$ cat src/rtl/mem_access_unit_pkg.sv
`default_nettype none
// ============================================================================
//  Module   : mem_access_unit_pkg
//  Purpose  : Shared types and constants for the memory-stage load/store
//             engine: data widths, opcode/funct3 encodings, FSM states and
//             an alignment helper.
//  Ports    : none (package)
//  Revision : 1.0 - initial release
// ============================================================================
package mem_access_unit_pkg;

   localparam int XLEN = 32;

   typedef logic [XLEN-1:0] instr_t;
   typedef logic [XLEN-1:0] data_t;

   localparam logic [6:0] OPC_LOAD  = 7'b0000011;
   localparam logic [6:0] OPC_STORE = 7'b0100011;

   localparam logic [2:0] F3_LB  = 3'b000;
   localparam logic [2:0] F3_LH  = 3'b001;
   localparam logic [2:0] F3_LW  = 3'b010;
   localparam logic [2:0] F3_LBU = 3'b100;
   localparam logic [2:0] F3_LHU = 3'b101;
   localparam logic [2:0] F3_SB  = 3'b000;
   localparam logic [2:0] F3_SH  = 3'b001;
   localparam logic [2:0] F3_SW  = 3'b010;

   typedef enum logic [1:0] {
      IDLE = 2'd0,
      BUSY = 2'd1,
      DONE = 2'd2
   } mem_state_t;

   // size = funct3[1:0]; a size code of 2'b11 (doubleword) is not supported
   // on this 32-bit bus and is reported the same way as a misaligned access.
   function automatic logic is_aligned(input logic [1:0] size,
                                       input logic [1:0] off);
      logic ok;
      ok = 1'b0;
      case (size)
         2'b00:   ok = 1'b1;
         2'b01:   ok = (off[0] == 1'b0);
         2'b10:   ok = (off == 2'b00);
         default: ok = 1'b0;
      endcase
      return ok;
   endfunction

endpackage
`default_nettype wire

$ cat src/rtl/mem_access_unit_lane_align.sv
`default_nettype none
// ============================================================================
//  Module   : mem_lane_align
//  Purpose  : Purely combinational byte-lane logic. Store side: byte enables
//             and lane-replicated write data. Load side: shifts the read word
//             down by the byte offset and sign/zero-extends.
//  Ports    : st_funct3/st_offset/st_data -> st_be, st_wdata
//             ld_funct3/ld_offset/ld_word -> ld_data
//  Revision : 1.0 - initial release
// ============================================================================
module mem_lane_align
   import mem_access_unit_pkg::*;
(
   input  logic [2:0] st_funct3,
   input  logic [1:0] st_offset,
   input  data_t      st_data,
   output logic [3:0] st_be,
   output data_t      st_wdata,
   input  logic [2:0] ld_funct3,
   input  logic [1:0] ld_offset,
   input  data_t      ld_word,
   output data_t      ld_data
);

   data_t w_shifted;
   logic  w_unused;

   // Bit 2 of a store funct3 carries no size information.
   assign w_unused = st_funct3[2];

   always_comb begin
      st_be    = 4'b1111;
      st_wdata = st_data;
      case (st_funct3[1:0])
         2'b00: begin
            st_be    = 4'b0001 << st_offset;
            st_wdata = {4{st_data[7:0]}};
         end
         2'b01: begin
            st_be    = st_offset[1] ? 4'b1100 : 4'b0011;
            st_wdata = {2{st_data[15:0]}};
         end
         default: begin
            st_be    = 4'b1111;
            st_wdata = st_data;
         end
      endcase
   end

   assign w_shifted = ld_word >> {ld_offset, 3'b000};

   always_comb begin
      ld_data = w_shifted;
      case (ld_funct3)
         F3_LB:   ld_data = {{24{w_shifted[7]}}, w_shifted[7:0]};
         F3_LH:   ld_data = {{16{w_shifted[15]}}, w_shifted[15:0]};
         F3_LBU:  ld_data = {24'h0, w_shifted[7:0]};
         F3_LHU:  ld_data = {16'h0, w_shifted[15:0]};
         default: ld_data = w_shifted;
      endcase
   end

endmodule
`default_nettype wire

$ cat src/rtl/mem_access_unit.sv
`default_nettype none
// ============================================================================
//  Module   : mem_access_unit
//  Purpose  : Memory-stage load/store engine. Decodes loads/stores from the
//             EX/MEM register, runs a req/ack bus transaction, aligns and
//             extends load data and stalls the pipe until the access is done.
//  Ports    : clk, rst (async, active-high), flush
//             valid_in, instr_in, addr_in, store_data_in   - from EX/MEM
//             bus_req, bus_we, bus_addr, bus_wdata, bus_be - bus request
//             bus_ack, bus_rdata                           - bus response
//             mem_data_out, mem_valid_out, fault_out       - to MEM/WB
//             stall_out                                    - pipeline hold
//  Revision : 1.0 - initial release
// ============================================================================
module mem_access_unit
   import mem_access_unit_pkg::*;
#(
   parameter int TIMEOUT    = 256,
   parameter bit TIMEOUT_EN = 1'b1
)(
   input  logic       clk,
   input  logic       rst,
   input  logic       flush,
   input  logic       valid_in,
   input  instr_t     instr_in,
   input  data_t      addr_in,
   input  data_t      store_data_in,
   output logic       bus_req,
   output logic       bus_we,
   output data_t      bus_addr,
   output data_t      bus_wdata,
   output logic [3:0] bus_be,
   input  logic       bus_ack,
   input  data_t      bus_rdata,
   output data_t      mem_data_out,
   output logic       mem_valid_out,
   output logic       fault_out,
   output logic       stall_out
);

   localparam int            CW         = $clog2(TIMEOUT + 1);
   localparam logic [CW-1:0] c_cnt_last = CW'(TIMEOUT - 1);

   mem_state_t r_state;
   mem_state_t w_state_nxt;

   logic [CW-1:0] r_cnt;
   logic          r_kill;
   logic          r_fault;
   logic          r_bus_we;
   data_t         r_bus_addr;
   data_t         r_bus_wdata;
   logic [3:0]    r_bus_be;
   logic [2:0]    r_funct3;
   logic [1:0]    r_offset;
   data_t         r_mem_data;

   logic [6:0] w_opcode;
   logic [2:0] w_funct3;
   logic       w_is_load;
   logic       w_is_store;
   logic       w_start;
   logic       w_aligned;
   logic       w_go;
   logic       w_misalign;
   logic       w_timeout;
   logic [3:0] w_st_be;
   data_t      w_st_wdata;
   data_t      w_ld_data;
   logic       w_unused;

   assign w_opcode   = instr_in[6:0];
   assign w_funct3   = instr_in[14:12];
   assign w_is_load  = (w_opcode == OPC_LOAD);
   assign w_is_store = (w_opcode == OPC_STORE);
   assign w_start    = valid_in & ~flush & (w_is_load | w_is_store);
   assign w_aligned  = is_aligned(w_funct3[1:0], addr_in[1:0]);
   assign w_go       = w_start & w_aligned;
   assign w_misalign = w_start & ~w_aligned;
   assign w_timeout  = (TIMEOUT_EN != 1'b0) && (r_cnt == c_cnt_last);

   // Register/immediate fields are irrelevant to the memory stage.
   assign w_unused = &{1'b0, instr_in[31:15], instr_in[11:7]};

   // Store lanes are computed from the live inputs and latched on entry to
   // BUSY; load extraction uses the latched funct3/offset with the bus word.
   mem_lane_align u_lane_align (
      .st_funct3 (w_funct3),
      .st_offset (addr_in[1:0]),
      .st_data   (store_data_in),
      .st_be     (w_st_be),
      .st_wdata  (w_st_wdata),
      .ld_funct3 (r_funct3),
      .ld_offset (r_offset),
      .ld_word   (bus_rdata),
      .ld_data   (w_ld_data)
   );

   always_ff @(posedge clk or posedge rst) begin
      if (rst) begin
         r_state <= IDLE;
      end else begin
         r_state <= w_state_nxt;
      end
   end

   always_comb begin
      w_state_nxt = r_state;
      unique case (r_state)
         IDLE: begin
            if (w_go) begin
               w_state_nxt = BUSY;
            end
         end
         BUSY: begin
            // An ack in the final timeout cycle still completes the access.
            if (bus_ack) begin
               w_state_nxt = DONE;
            end else if (w_timeout) begin
               w_state_nxt = IDLE;
            end
         end
         DONE: begin
            w_state_nxt = IDLE;
         end
         default: begin
            w_state_nxt = IDLE;
         end
      endcase
   end

   always_ff @(posedge clk or posedge rst) begin
      if (rst) begin
         r_cnt       <= '0;
         r_kill      <= 1'b0;
         r_fault     <= 1'b0;
         r_bus_we    <= 1'b0;
         r_bus_addr  <= '0;
         r_bus_wdata <= '0;
         r_bus_be    <= 4'b0000;
         r_funct3    <= 3'b000;
         r_offset    <= 2'b00;
         r_mem_data  <= '0;
      end else begin
         r_fault <= 1'b0;
         case (r_state)
            IDLE: begin
               if (w_go) begin
                  r_bus_addr  <= {addr_in[XLEN-1:2], 2'b00};
                  r_bus_be    <= w_st_be;
                  r_bus_wdata <= w_st_wdata;
                  r_bus_we    <= w_is_store;
                  r_funct3    <= w_funct3;
                  r_offset    <= addr_in[1:0];
                  r_cnt       <= '0;
                  r_kill      <= 1'b0;
               end else if (w_misalign) begin
                  r_fault <= 1'b1;
               end
            end
            BUSY: begin
               // A flush cannot abort the handshake; it only marks the
               // result as discarded.
               if (flush) begin
                  r_kill <= 1'b1;
               end
               if (bus_ack) begin
                  r_mem_data <= r_bus_we ? '0 : w_ld_data;
               end else if (w_timeout) begin
                  r_mem_data <= '0;
                  r_fault    <= ~(r_kill | flush);
               end else begin
                  r_cnt <= r_cnt + 1'b1;
               end
            end
            default: begin
            end
         endcase
      end
   end

   assign bus_req       = (r_state == BUSY);
   assign bus_we        = r_bus_we;
   assign bus_addr      = r_bus_addr;
   assign bus_wdata     = r_bus_wdata;
   assign bus_be        = r_bus_be;
   assign mem_data_out  = r_mem_data;
   assign mem_valid_out = (r_state == DONE) & ~r_kill & ~flush;
   assign fault_out     = r_fault;
   assign stall_out     = ((r_state == IDLE) & w_go) | (r_state == BUSY);

endmodule
`default_nettype wire

$ cat config.mk
export PLATFORM = sky130hd
export DESIGN_NAME = mem_access_unit
export DESIGN_NICKNAME = d
export VERILOG_FILES = /design/src/rtl/mem_access_unit_pkg.sv /design/src/rtl/mem_access_unit_lane_align.sv /design/src/rtl/mem_access_unit.sv
export SDC_FILE = /design/constraint.sdc
export NUM_CORES = 1
export LEC_CHECK = 0
export ABC_AREA = 1
export CELL_PAD_IN_SITES_DETAIL_PLACEMENT = 1
export CELL_PAD_IN_SITES_GLOBAL_PLACEMENT = 2
export CORE_MARGIN = 2
export CORE_UTILIZATION = 25
export CTS_BUF_LIST = sky130_fd_sc_hd__clkbuf_8 sky130_fd_sc_hd__clkbuf_16
export CTS_CLUSTER_DIAMETER = 200
export DETAILED_ROUTE_END_ITERATION = 6
export HOLD_SLACK_MARGIN = 0.12
export PLACE_DENSITY_LB_ADDON = 0.2
export SLEW_MARGIN = 20
export SYNTH_ARGS = -nofsm -noshare
export SYNTH_HDL_FRONTEND = slang
export SYNTH_SLANG_ARGS = --single-unit
$ cat constraint.sdc
create_clock -name clk -period 7.1 [get_ports clk]
set_clock_uncertainty 0.15 [all_clocks]
set_input_delay 1.42 -clock clk [delete_from_list [all_inputs] [get_ports clk]]
set_output_delay 1.42 -clock clk [all_outputs]
set_load 0.02 [all_outputs]
==> results.json <==
{
  "status": "complete, no violations",
  "multiInputGateArea_um2": 2490,
  "power.internal_w": 0.00143,
  "yosysTopAreaCellShare_pct": 50.3,
  "io_pins": 238,
  "cp-end-kind": "primary output",
  "cts_buffer_depth": 2,
  "setup_viol": 0,
  "timing.rr.end": "mem_data_out[15]",
  "r2r_slack_ns": 4.18,
  "wirelength_um": 20300,
  "hold-path-cell-count": 2,
  "drt-pass1-iter-count": 4,
  "cts_made_buffers": 17,
  "clock-sinks": 117,
  "grt_max_degree": 65,
  "yosysUniqueCellTypes": 30,
  "grt_antenna_before_repair": 3,
  "synthArstFlopShare_pct": 100,
  "rsz0062_at_grt": "no",
  "core_area_um2": 22700,
  "vias": 5677,
  "wl_per_cell_um": 16.1,
  "slew_headroom_pct": 35.0,
  "synth_area_leaders": "dfrtp_1 (50%), nand2_1 (21%), nand3_1 (6.6%)",
  "ant_nets": 0,
  "nNetsFinal": 1097,
  "clk_latency_ns": 0.42,
  "cap_violations": 0,
  "synth-seq-cells": 117,
  "seq_area_um2": 2930,
  "grt_first_pass_wirelength_um": 32600,
  "synth_area_um2": 5820,
  "combinationalPowerShare_pct": 14.1,
  "min_to": "bus_addr[20]",
  "p_sw_share_pct": 26.3,
  "drt_iter0_drc": 250,
  "dp_hpwl_um": 14100,
  "cts_root_buf": "clkbuf_16",
  "yosys_warnings": 0,
  "hold_viol_final": 0,
  "initial_core_util_pct": 25.6,
  "tightest_slew_ns": 0.969,
  "netlist_instances": 767,
  "clkTransAtPathRegs_ns": 0.06,
  "hold_class": "flop to flop",
  "hp-start": "bus_addr[20]",
  "hold_buffers": 0,
  "area_growth_syn_to_layout_pct": 50.5,
  "start_kind": "input pin",
  "grt_pass1_vias": 6032,
  "finalCriticalPeriod_ns": 5.16,
  "cp.arrival_ns": 3.59,
  "die_x_um": 157,
  "crit_path_max_fanout": 38,
  "power_leakage_nw": 4.19,
  "fillers": 2737,
  "cts_tree": "done",
  "drive_above_1_share_pct": 6.05,
  "io_buffers": 213,
  "final_util_pct": 38.6,
  "path_class": "input pin to primary output",
  "synth_area_per_cell_um2": 7.59,
  "post-synth-top-count-cell": "nand2_1",
  "drc": 0,
  "htree_num_levels": 4,
  "cp.required_ns": 5.53,
  "synthFlopType": "dfrtp_1",
  "via_per_inst": 4.50,
  "seq_power_share_pct": 37.0,
  "postCtsSetupBuffers": 0,
  "net-switching-power_w": 0.000509,
  "irDropWorstVdd_mv": 0.134,
  "fin_crit_sh_pct": 72.6,
  "fp-row-count": 55,
  "power_per_cell_area_nw_per_um2": 221,
  "r2r_cells": 11,
  "synth-seq-area-share_pct": 50.3,
  "synth_commonest_cells": "nand2_1 (333), dfrtp_1 (117), nand3_1 (77)",
  "die_h_um": 157,
  "fin_setup_tns_ns": 0,
  "die_area_um2": 24500,
  "gp_congestion": 0.759,
  "yosys.area.top_type": "dfrtp_1",
  "cts_resized": 0,
  "max_freq_mhz": 194,
  "synth-edff-count": 0,
  "slew_viol_final": 0,
  "r2r-start": "r_cnt[0]",
  "grtUsageTotal_pct": 17.2,
  "grt-ovfl-total": 0,
  "clockPowerShare_pct": 48.9
}
cells by family (layout without fill, tap and decap cells):
| family | after synthesis | in the layout | share of synthesized area (%) |
|---|---|---|---|
| other cells | 1 | 3 | 0.0645 |
| xor+xnor | 1 | 1 | 0.151 |
| fa+ha+maj | 2 | 2 | 0.430 |
| flops | 117 | 117 | 50.3 |
| compound gates | 99 | 99 | 8.92 |
| simple gates | 463 | 463 | 33.0 |
| buf+inv | 84 | 291 | 7.10 |
power groups by stage:
stage	combinational, W	sequential [W]	clock, W
after floorplan	0.0000967	0.000755	0
after CTS	0.000279	0.000717	0.000974
after global routing	0.000303	0.000720	0.00100
after detailed placement	0.000277	0.000728	0
after global placement	0.000277	0.000727	0
final	0.000273	0.000716	0.000946
worst max-delay path by stage:
| stage | start | end | slack (ns) | cells after the start |
|---|---|---|---|---|
| floorplan | rst | bus_addr[10] | 2.43 | 1 |
| global placement | instr_in[13] | stall_out | 1.96 | 9 |
| detailed placement | instr_in[13] | stall_out | 1.94 | 9 |
| CTS | instr_in[13] | stall_out | 1.94 | 9 |
| global route | instr_in[13] | stall_out | 1.81 | 9 |
| finish | instr_in[13] | stall_out | 1.94 | 9 |
flip-flops by register name, summed over array words and instances (netlist names):
| signal | cells |
|---|---|
| r_cnt | 9 |
| bus_be | 4 |
| r_funct3 | 3 |
| bus_wdata | 32 |
| r_offset | 2 |
| bus_addr | 30 |
| r_state | 2 |
| mem_data_out | 32 |
| bus_we | 1 |
| r_kill | 1 |
| fault_out | 1 |
through the flow:
step / setup slack (ns) / hold slack [ns] / instance area [µm²] / cells / power, W
after global placement: 1.96 / 0.304 / 8110 / 1228 / 0.00100
after floorplan: 2.43 / 0.309 / 5820 / 768 / 0.000852
after global routing: 1.81 / 0.349 / 8750 / 1260 / 0.00202
final: 1.94 / 0.320 / 8750 / 1261 / 0.00194
after detailed placement: 1.94 / 0.309 / 8110 / 1228 / 0.00101
after CTS: 1.94 / 0.323 / 8740 / 1260 / 0.00197
area by class of cell:
cell class              count  area share, %
diodes                      1         0.0286
clock buffers              18           5.02
clock inverters            14           2.29
inverters                  40           1.83
multi-input cells         567           28.5
flip-flops and latches    117           33.4
well taps                 285           4.07
repair buffers            219           24.9
cell usage in the layout, fill, tap and decap left out, types with 4 or more instances in the layout:
master	Yosys	routed
nand2_1	333	332
clkdlybuf4s50_1	0	213
dfrtp_1	117	117
nand3_1	77	77
nor2_1	38	38
a21oi_1	36	36
o21ai_0	35	35
inv_1	35	33
o21ai_1	19	19
clkbuf_16	0	17
o211ai_1	7	7
buf_4	6	6
inv_2	4	4
nand2_2	3	4
bufinv_16	0	4
critical path, stage by stage:
cell and delay (ns):
clkdlybuf4s50_1 0.39, buf_4 0.25, inv_1 0.16, o21ai_2 0.07, nand2_2 0.05, buf_4 0.39, nand2_2 0.10, nand2_1 0.07
clkdlybuf4s50_1 0.63
routing by layer:
metal  global-route usage (%)  wire (µm)
met5                        0          0
met4                     5.02        236
met3                     6.73       1650
met2                     27.0       9020
met1                     21.9       9360
(Power assumes the default switching activity.)
